--- config.mk ---
export PLATFORM = sky130hd
export DESIGN_NAME = button_conditioner
export DESIGN_NICKNAME = d
export VERILOG_FILES = /design/src/rtl/button_conditioner.sv
export SDC_FILE = /design/constraint.sdc
export NUM_CORES = 1
export LEC_CHECK = 0
export ABC_AREA = 1
export BUFFER_PORTS_ARGS = -buffer_cell sky130_fd_sc_hd__clkbuf_2
export CAP_MARGIN = 20
export CORE_ASPECT_RATIO = 1.25
export CORE_MARGIN = 2
export CORE_UTILIZATION = 50
export CTS_CLUSTER_SIZE = 25
export DETAILED_ROUTE_END_ITERATION = 16
export PLACE_DENSITY = 0.68
export REMOVE_ABC_BUFFERS = 1
export SETUP_SLACK_MARGIN = 0.15
export SYNTH_ARGS = -nofsm -noshare
export SYNTH_HDL_FRONTEND = slang
export SYNTH_SLANG_ARGS = --single-unit
--- constraint.sdc ---
create_clock -name CLK -period 2.2 [get_ports CLK]
set_input_delay 0.11 -clock CLK [delete_from_list [all_inputs] [get_ports CLK]]
set_output_delay 0.11 -clock CLK [all_outputs]
set_load 0.02 [all_outputs]
--- src/rtl/button_conditioner.sv ---
// Conditions the L/C/R push-buttons into synchronised, debounced levels and one-cycle press pulses.
// Define BTN_ONEHOT_ARB_EN to make the pulse outputs one-hot with priority C > L > R.
module button_conditioner #(
  parameter int DEBOUNCE_CYCLES = 1000000,
  parameter int CNT_W           = $clog2(DEBOUNCE_CYCLES)
) (
  input  logic       CLK,
  input  logic       RESET,
  input  logic       BTNL_IN,
  input  logic       BTNC_IN,
  input  logic       BTNR_IN,
  output logic       BTNL,
  output logic       BTNC,
  output logic       BTNR,
  output logic [2:0] BTN_LEVEL
);

  localparam int               NUM_LANES = 3;
  localparam logic [CNT_W-1:0] CNT_MAX   = CNT_W'(DEBOUNCE_CYCLES - 1);

  // Lane order is {L,C,R} so the level vector maps straight onto BTN_LEVEL.
  logic [NUM_LANES-1:0] raw;
  logic [NUM_LANES-1:0] lvl;
  logic [NUM_LANES-1:0] pulse_raw;
  logic [NUM_LANES-1:0] pulse_d, pulse_q;

  assign raw = {BTNL_IN, BTNC_IN, BTNR_IN};

  for (genvar g = 0; g < NUM_LANES; g++) begin : g_lane
    logic             sync1_q, sync2_q;
    logic             stable_q, stable_d;
    logic             hit_d;
    logic [CNT_W-1:0] cnt_q, cnt_d;

    always_comb begin
      stable_d = stable_q;
      cnt_d    = '0;
      hit_d    = 1'b0;
      if (sync2_q != stable_q) begin
        if (cnt_q == CNT_MAX) begin
          stable_d = sync2_q;
          hit_d    = sync2_q;  // only the rising change is a press
        end else begin
          cnt_d = cnt_q + CNT_W'(1);
        end
      end
    end

    always_ff @(posedge CLK) begin
      if (RESET) begin
        sync1_q  <= 1'b0;
        sync2_q  <= 1'b0;
        stable_q <= 1'b0;
        cnt_q    <= '0;
      end else begin
        sync1_q  <= raw[g];
        sync2_q  <= sync1_q;
        stable_q <= stable_d;
        cnt_q    <= cnt_d;
      end
    end

    assign lvl[g]       = stable_q;
    assign pulse_raw[g] = hit_d;
  end

  // Arbitration sits before the pulse register so outputs stay registered.
  always_comb begin
`ifdef BTN_ONEHOT_ARB_EN
    pulse_d = '0;
    if (pulse_raw[1])      pulse_d[1] = 1'b1;
    else if (pulse_raw[2]) pulse_d[2] = 1'b1;
    else                   pulse_d[0] = pulse_raw[0];
`else
    pulse_d = pulse_raw;
`endif
  end

  always_ff @(posedge CLK) begin
    if (RESET) pulse_q <= '0;
    else       pulse_q <= pulse_d;
  end

  assign BTNL      = pulse_q[2];
  assign BTNC      = pulse_q[1];
  assign BTNR      = pulse_q[0];
  assign BTN_LEVEL = lvl;

endmodule

# Word level (Yosys, flattened, before mapping)
# Index checks and enable logic that the tools add are counted.
# word_totals
register_bits	72
in_bits	5
output_inout_bits	6
elab_cells	39
# classes
addsub	3
eq_ne	6
bitwise_logic	6
reduce_logical	9
# ops
cell	n
adder 20 x 1 -> 20 bit (second input constant)	3
equality test 20 bit (second input constant)	3
OR reduction 3 bit	6
NOT 1 bit	6
AND reduction 2 bit	3
inequality test 1 bit	3

# Logic depth before layout (Yosys ltp)
# Gate-level depths: netlist (run 1).
# depth
ltp_word	3
depth_mapped	9

# Least setup slack after synthesis (run 1)
# OpenSTA, ideal clock, no wires.
# synth_path
path_kind	reg-to-reg
startpoint	register g_lane[0].cnt_q[0]
endpoint	register g_lane[0].cnt_q[13]
arrival_ps	1287
setup_slack_ps	798
path_stages_with_launch	8
n_path_buf	1
cell_sequence	dfxtp_1 -> ha_1 -> nand3_4 -> nor2_2 -> nand3_2 -> nand2_4 -> buf_12 -> nor2_2
# synth_between
elab_chain_len	2
# synth_rtl
element	line	rtl
start, declared	33	logic [CNT_W-1:0] cnt_q, cnt_d;
start signal, assigned	59	cnt_q <= cnt_d;
parallel branches: the longest is 2 deep, another holds adder 20 x 1 -> 20 bit	-	
# Several ways; the timed one is not identified.
# A chain may end at the register's enable or synchronous reset.

# Final worst setup path (run 1)
# layout_path
startpoint	register g_lane[1].cnt_q[0]
endpoint	register g_lane[1].cnt_q[14]
# layout_between
elab_chain_len	2
# layout_rtl
element	line
start, declared	33
start signal, assigned	59
parallel branches: the longest is 2 deep, another holds adder 20 x 1 -> 20 bit	-
# Several ways; the timed one is not identified.

==> results.yml, run 1 <==
floorplan:
  die_w_um: 81.55
  start_util_pct: 51.39
  num_io_pins: 11
  core_um2: 7313
  die_area_um2: 8231
  die_y_um: 100.9
  rows: 35
placed_design:
  port_buffers: 10
  place_congestion: 0.9053
  dp_slack_ns: 0.5966
  placedCellCount: 667
  hpwl_um: 5814
clock_network:
  clk_path_buf_depth: 2
  cts_buffers: 9
  clock_latency_ns: 0.34
  clkSlewWorstSetupHoldPaths_ns: 0.08
  cts_resized: 0
  cts.sinks: 72
  h-tree-depth: 3
  cts_root_buffer: "clkbuf_8"
  cts_tree: "yes"
yosys:
  netlist_instances: 572
  ys_ff_latch: 72
  yosysWarnings: 0
  syn_area_um2: 3759
  synth.yosys.seq_area_share_pct: 38.35
  syn_area_per_cell_um2: 6.571
  ys_types: 28
global_route:
  busiest_layer: "met2"
  gr-usage-all-layers_pct: 20.83
  grtUsageMet2_pct: 35.88
  grt_start_max_net_pins: 21
  met1_usage_pct: 25.17
  antenna_found_initial: 0
  grt.overflow.total: 0
  met3_usage_pct: 2.778
  grt_pass1_wl_um: 13640
  grt_pass1_vias: 3198
pwr:
  p_per_area_nw_per_um2: 605.7
  power_frac_comb_pct: 1.4
  swShare_pct: 21.43
  p_leak_nw: 1.356
  switching_power_w: 0.0005352
  power_w: 0.002497
  p_clk_share_pct: 46.0
  intPower_w: 0.001962
  vdd_ir_drop_max_mv: 0.3914
  seq_power_share_pct: 52.6
timing:
  drv_slew: 0
  worst_pin_slew_ns: 0.3340
  fin_hold_ws_ns: 0.1144
  worst_slack_ns: 0.6063
  rsz0062_at_grt: "false"
  fin_skew_ns: 0.007389
  max-slew-margin-rel_pct: 77.68
  post-route-period-util_pct: 72.44
  setup_violations: 0
  finalSetupTns_ns: 0
  period_needed_ns: 1.594
  fmax_mhz: 627.5
  hold_viol: 0
worst_setup_path:
  required_ns: 2.44
  timing_worst_setup_path_type: "reg -> reg"
  setup.worst_path.end_class: "flip-flop"
  cp.arrival_ns: 1.83
  critPathMaxFanout: 11
  start_kind: "flip-flop"
layout:
  num_antenna_cells: 0
  area_growth_syn_to_layout_pct: 9.687
  n_fill_cell: 709
  fin_cells: 686
  fin_nets: 597
  drive_gt1_share_pct: 9.428
drt:
  wirelength_um: 7864
  antenna_left: 0
  drc: 0
  first_pass_iters: 4
  num_vias: 3409
  wl_per_cell_um: 11.46
  viasPerCell: 4.969
  drt_iter0_markers: 181
job:
  maxCapViolCount: 0
outcome:
  status: "complete, no violations"
hold_path:
  hold_class: "in -> reg"
-- sequential cells by signal, summed over array words and instances, names as in the netlist --
register and flops:
g_lane.cnt_q 60, g_lane.stable_q 3, g_lane.sync1_q 3, g_lane.sync2_q 3
pulse_q 3
-- cells in the mapped netlist --
| cell | count | area (µm²) |
|---|---|---|
| a21oi_1 | 23 | 115.1 |
| buf_12 | 1 | 20.02 |
| buf_2 | 4 | 20.02 |
| buf_4 | 3 | 22.52 |
| clkbuf_1 | 1 | 3.750 |
| dfxtp_1 | 72 | 1441 |
| ha_1 | 3 | 37.54 |
| inv_1 | 63 | 236.5 |
| inv_2 | 1 | 3.750 |
| nand2_1 | 139 | 521.8 |
| nand2_2 | 2 | 12.51 |
| nand2_4 | 1 | 11.26 |
| nand3_1 | 45 | 225.2 |
| nand3_2 | 2 | 20.02 |
| nand3_4 | 1 | 17.52 |
| nand3b_1 | 3 | 22.52 |
| nand4_1 | 13 | 81.33 |
| nor2_1 | 130 | 488.0 |
| nor2_2 | 17 | 106.4 |
| nor2_4 | 1 | 11.26 |
| nor3_1 | 7 | 35.03 |
| o21ai_0 | 8 | 40.04 |
| o21ai_1 | 1 | 5.000 |
| o21bai_1 | 1 | 7.510 |
| or2_0 | 1 | 6.260 |
| or2_2 | 3 | 18.77 |
| xnor2_1 | 12 | 105.1 |
| xor2_1 | 14 | 122.6 |
-- path summary, 6_finish.rpt --
| check | start | endpoint | slack (ns) | depth (start not counted) |
|---|---|---|---|---|
| worst max-delay path | g_lane[1].cnt_q[0] | g_lane[1].cnt_q[14] | 0.61 | 7 |
| worst min-delay path | RESET | g_lane[1].sync1_q | 0.11 | 2 |
| worst max register to register | g_lane[1].cnt_q[0] | g_lane[1].cnt_q[14] | 0.61 | 7 |
| worst min register to register | g_lane[2].sync1_q | g_lane[2].sync2_q | 0.41 | 2 |
-- cell families after synthesis --
group / share of synthesized area (%)
AND/OR/NAND/NOR: 41.98
buffers and inverters: 8.156
flip-flops: 38.35
AO/OA/AOI/OAI: 4.461
XOR/XNOR: 6.059
adder cells (fa/ha/maj): 0.9988
-- critical path, stage by stage (launching register included) --
cell and delay, ns:
dfxtp_1 0.35, ha_1 0.18, nand3_1 0.16, nor2_1 0.14, nand3_1 0.08, nand2_1 0.27, buf_4 0.25, nor2_1 0.06
-- what timing repair did --
item / CTS / global route
buffers inserted: 0 / 0
hold buffers: 3 / 0
endpoints found under the hold margin: 3 / 0
-- through the flow --
step	utilization, %	cell area (µm²)
global placement	52.95	3872
CTS	56.37	4123
floorplan	-	3692
finish	56.37	4123
global route	56.37	4123
detailed placement	52.95	3872
-- layout by cell type (no fill, tap or decap) --
cell type	synthesis	final
nand2_1	139	139
nor2_1	130	130
dfxtp_1	72	72
inv_1	63	63
nand3_1	45	45
a21oi_1	23	23
nor2_2	17	17
xor2_1	14	14
nand4_1	13	13
xnor2_1	12	12
clkbuf_2	0	10
clkbuf_8	0	9
o21ai_0	8	8
nor3_1	7	7
or2_2	3	3
nand3b_1	3	3
ha_1	3	3
clkinv_4	0	3
dlygate4sd3_1	0	3
nand3_2	2	2
nand2_2	2	2
clkinv_2	0	2
bufinv_16	0	2
buf_4	3	2
nand3_4	1	1
nand2_4	1	1
nor2_4	1	1
o21ai_1	1	1
inv_2	1	1
or2_0	1	1
o21bai_1	1	1
-- final cells by class --
| cell class | instances | area [µm²] | share of cell area [%] |
|---|---|---|---|
| clock buffer | 9 | 123.9 | 3.005 |
| clock inverter | 7 | 96.34 | 2.337 |
| inverter | 64 | 240.2 | 5.827 |
| multi-input combinational | 427 | 2011 | 48.77 |
| sequential | 72 | 1441 | 34.96 |
| tap | 92 | 115.1 | 2.792 |
| timing repair buffer | 15 | 95.09 | 2.307 |
-- routing by layer --
layer | part of all wire [%] | wire, µm | vias up
met2 | 49 | 3888 | 44
met3 | 2.1 | 168 | 17
li1 | - | - | 1811
met4 | 2.1 | 164 | 0
met1 | 46 | 3642 | 1537
met5 | 0 | 0 | -
-- power by group through the flow --
stage / clock [W] / sequential (W) / combinational, W
finish: 0.00115 / 0.00131 / 0.0000356
global route: 0.00123 / 0.00131 / 0.0000407
CTS: 0.00118 / 0.00131 / 0.0000364
detailed placement: 0 / 0.00134 / 0.0000319
global placement: 0 / 0.00134 / 0.0000312
floorplan: 0 / 0.00134 / 0.0000185
Power figures use the tool's default switching activity.
==> run 2, diff against run 1 <==
Settings changed: ABC_AREA 1 to 0, PLACE_DENSITY 0.68 to 0.69.
Clock period 2.2 ns to 1.5 ns, I/O delays scaled along.
==> run 2 against run 1 <==
  * The run now ends with negative setup slack left
  * First-iteration DRC count fell by 39%
  * Sequential share of layout area fell by 4.4 points
  * Clock skew fell by 0.00082 ns
  * Global-route usage rose by 4.7 points
  * Clock power rose by 37%
  * Flip-flop and latch count did not move
  * Cell area rose by 18%
  * Non-clock buffer count rose by 107
  * Clock-buffer cell count rose by 4
  * Core utilization rose by 23 points
  * Register-to-register slack got worse by 0.96 ns
==> results.yml, run 2 <==
job:
  maxCapViolCount: 0
layout:
  drive_gt1_share_pct: 49.18
  seq_area_um2: 1480
  fin_nets: 489
  largest_register_ffs: 60
  fin_cells: 571
  stdcell_area_um2: 4848
  largest_register: "g_lane.cnt_q"
  n_fill_cell: 382
  num_antenna_cells: 0
  final_cell_mix: "buf_4, dfxtp_1, xnor2_1, buf_6, nor2_2"
  area_growth_syn_to_layout_pct: 54.51
  multi_input_area_um2: 2011
  layout_commonest_cell: "buf_4"
placed_design:
  place_congestion: 0.8837
  port_buffers: 10
  placedCellCount: 525
  place_area_um2: 3857
  hpwl_um: 5116
clock_network:
  clk_path_buf_depth: 2
  clock_latency_ns: 0.35
  cts.sinks: 72
  cts_root_buffer: "clkbuf_8"
  clkSlewWorstSetupHoldPaths_ns: 0.07
  cts_buffers: 9
  h-tree-depth: 3
  cts_tree: "yes"
timing:
  post-route-period-util_pct: 123.9
  drv_slew: 0
  period_needed_ns: 1.859
  setup_violations: 58
  fmax_mhz: 538.1
  worst_pin_slew_ns: 0.3723
  hold_viol: 0
  worst_slack_ns: -0.3585
  rsz0062_at_grt: "true"
  fin_skew_ns: 0.006565
  fin_hold_ws_ns: 0.1401
  max-slew-margin-rel_pct: 75.18
  finalSetupTns_ns: -8.375
floorplan:
  core_um2: 6126
  num_io_pins: 11
  die_w_um: 74.86
  rows: 32
  start_util_pct: 51.23
  die_area_um2: 6929
  die_y_um: 92.57
drt:
  first_pass_iters: 4
  wl_per_cell_um: 15.55
  viasPerCell: 5.433
  wirelength_um: 8881
  antenna_left: 0
  drc: 0
  num_vias: 3102
  drt_iter0_markers: 110
worst_setup_path:
  critPathSlowestCell: "or4_4"
  cp_top_family: "simple AND/OR/NAND/NOR gates"
  crit_top_cell: "or4_4"
  slowest_delay_ns: 0.53
  start_kind: "flip-flop"
  r2r_start: "g_lane[1].cnt_q[13]"
  timing_worst_setup_path_type: "reg -> reg"
  required_ns: 1.73
  worstPathCellList: "or4_4, or4_4, o21ai_4, buf_6, nor2_1"
  critPathMaxFanout: 5
  cp-startpoint: "g_lane[1].cnt_q[13]"
  rrSetupSlack_ns: -0.36
  reg2regPathDepth: 5
  cp_num_cells: 5
  cp.arrival_ns: 2.09
  setup.worst_path.end_class: "flip-flop"
  crit_buf_inv: 1
global_route:
  gr-usage-all-layers_pct: 25.54
  antenna_found_initial: 0
  grt.overflow.total: 0
  grt_pass1_vias: 3179
  grt_start_max_net_pins: 16
  grt_pass1_wl_um: 13720
yosys:
  yosysWarnings: 0
  synth.yosys.seq_area_share_pct: 45.93
  ys_ff_latch: 72
  synthArstFlopShare_pct: 0
  yosysMostFrequentCell: "dfxtp_1"
  synth_edf_count: 0
  syn_area_per_cell_um2: 8.790
  synth_area_leaders: "dfxtp_1, xnor2_1, nor2_1"
  syn_area_um2: 3138
  yosys.area_share.simple_pct: 31.02
  synth_compound_area_share_pct: 7.297
  synthMuxAreaShare_pct: 0
  synth_top_family_by_area: "simple AND/OR/NAND/NOR gates"
  synth-xor-area-share_pct: 11.44
  synth.top_cell.area_share_pct: 45.93
  synth_ff_type: "dfxtp_1"
  ys_top_cells_by_count: "dfxtp_1, nor2_1, xnor2_1"
  synth_fa_ha_area_share_pct: 1.196
  ys_types: 32
  yosysTopAreaCell: "dfxtp_1"
  netlist_instances: 357
hold_path:
  hold_class: "in -> reg"
  hold_depth: 2
  hp-start: "RESET"
outcome:
  status: "finished with violations"
  violations: "negative setup slack"
pwr:
  vdd_ir_drop_max_mv: 0.6006
  p_per_area_nw_per_um2: 738.5
  p_leak_nw: 1.670
==> run 2: what timing repair did <==
item                                   4_1_cts  5_1_grt
pin swaps                                   47       31
setup endpoints to repair                   66       66
gates cloned                                 5        0
hold buffers                                 3        0
buffers inserted                            18        4
resized for setup                           88       74
endpoints found under the hold margin        3        0
==> run 2: worst register-to-register path, stage by stage, from the launching register on <==
cell and delay, ns:
dfxtp_2 0.32, or4_4 0.53, or4_4 0.45, o21ai_4 0.23
buf_6 0.17, nor2_1 0.06
==> run 2: routing by layer <==
| layer | GRT usage, % | wire length (µm) | part of all wire [%] |
|---|---|---|---|
| met1 | 28.52 | 3512 | 40 |
| met2 | 46.05 | 4847 | 55 |
| met3 | 3.917 | 231 | 2.6 |
| met4 | 11.31 | 289 | 3.3 |
| met5 | 0 | 0 | 0 |
==> run 2: layout make-up <==
type / count / share of cell area (%)
clock buffer: 13 / 3.277
timing repair buffer: 122 / 20.77
inverter: 12 / 0.9290
sequential: 72 / 30.53
clock inverter: 3 / 0.8258
multi-input combinational: 264 / 41.47
tap: 85 / 2.194
==> run 2: where the power goes <==
group | switching (W) | internal [W] | total (W)
sequential | 0.00000590 | 0.00191 | 0.00192
clock | 0.000711 | 0.000856 | 0.00157
combinational | 0.0000488 | 0.0000461 | 0.0000950
==> run 2: stage by stage <==
stage               setup WS, ns  power, W  utilization, %
floorplan                -0.7626  0.001991               -
global placement         -0.3451  0.002020           62.97
detailed placement       -0.3713  0.002021           62.97
CTS                      -0.3563  0.003562           74.37
global route             -0.4021  0.003679           79.15
finish                   -0.3585  0.003580           79.15
==> run 2: path summary, 6_finish.rpt <==
| check | to |
|---|---|
| worst min-delay path | g_lane[0].stable_q |
| worst max-delay path | g_lane[1].cnt_q[9] |
| worst max register to register | g_lane[1].cnt_q[9] |
| worst min register to register | g_lane[2].sync2_q |
==> run 2: cell families (layout without fill, tap and decap cells) <==
logic type	after synthesis	after routing
AOI/OAI and AO/OA	40	40
DFF	72	72
xor gates and xnor gates	41	41
and+or+nand+nor	180	180
adders and majority gates	3	3
buffers and inverters	21	150
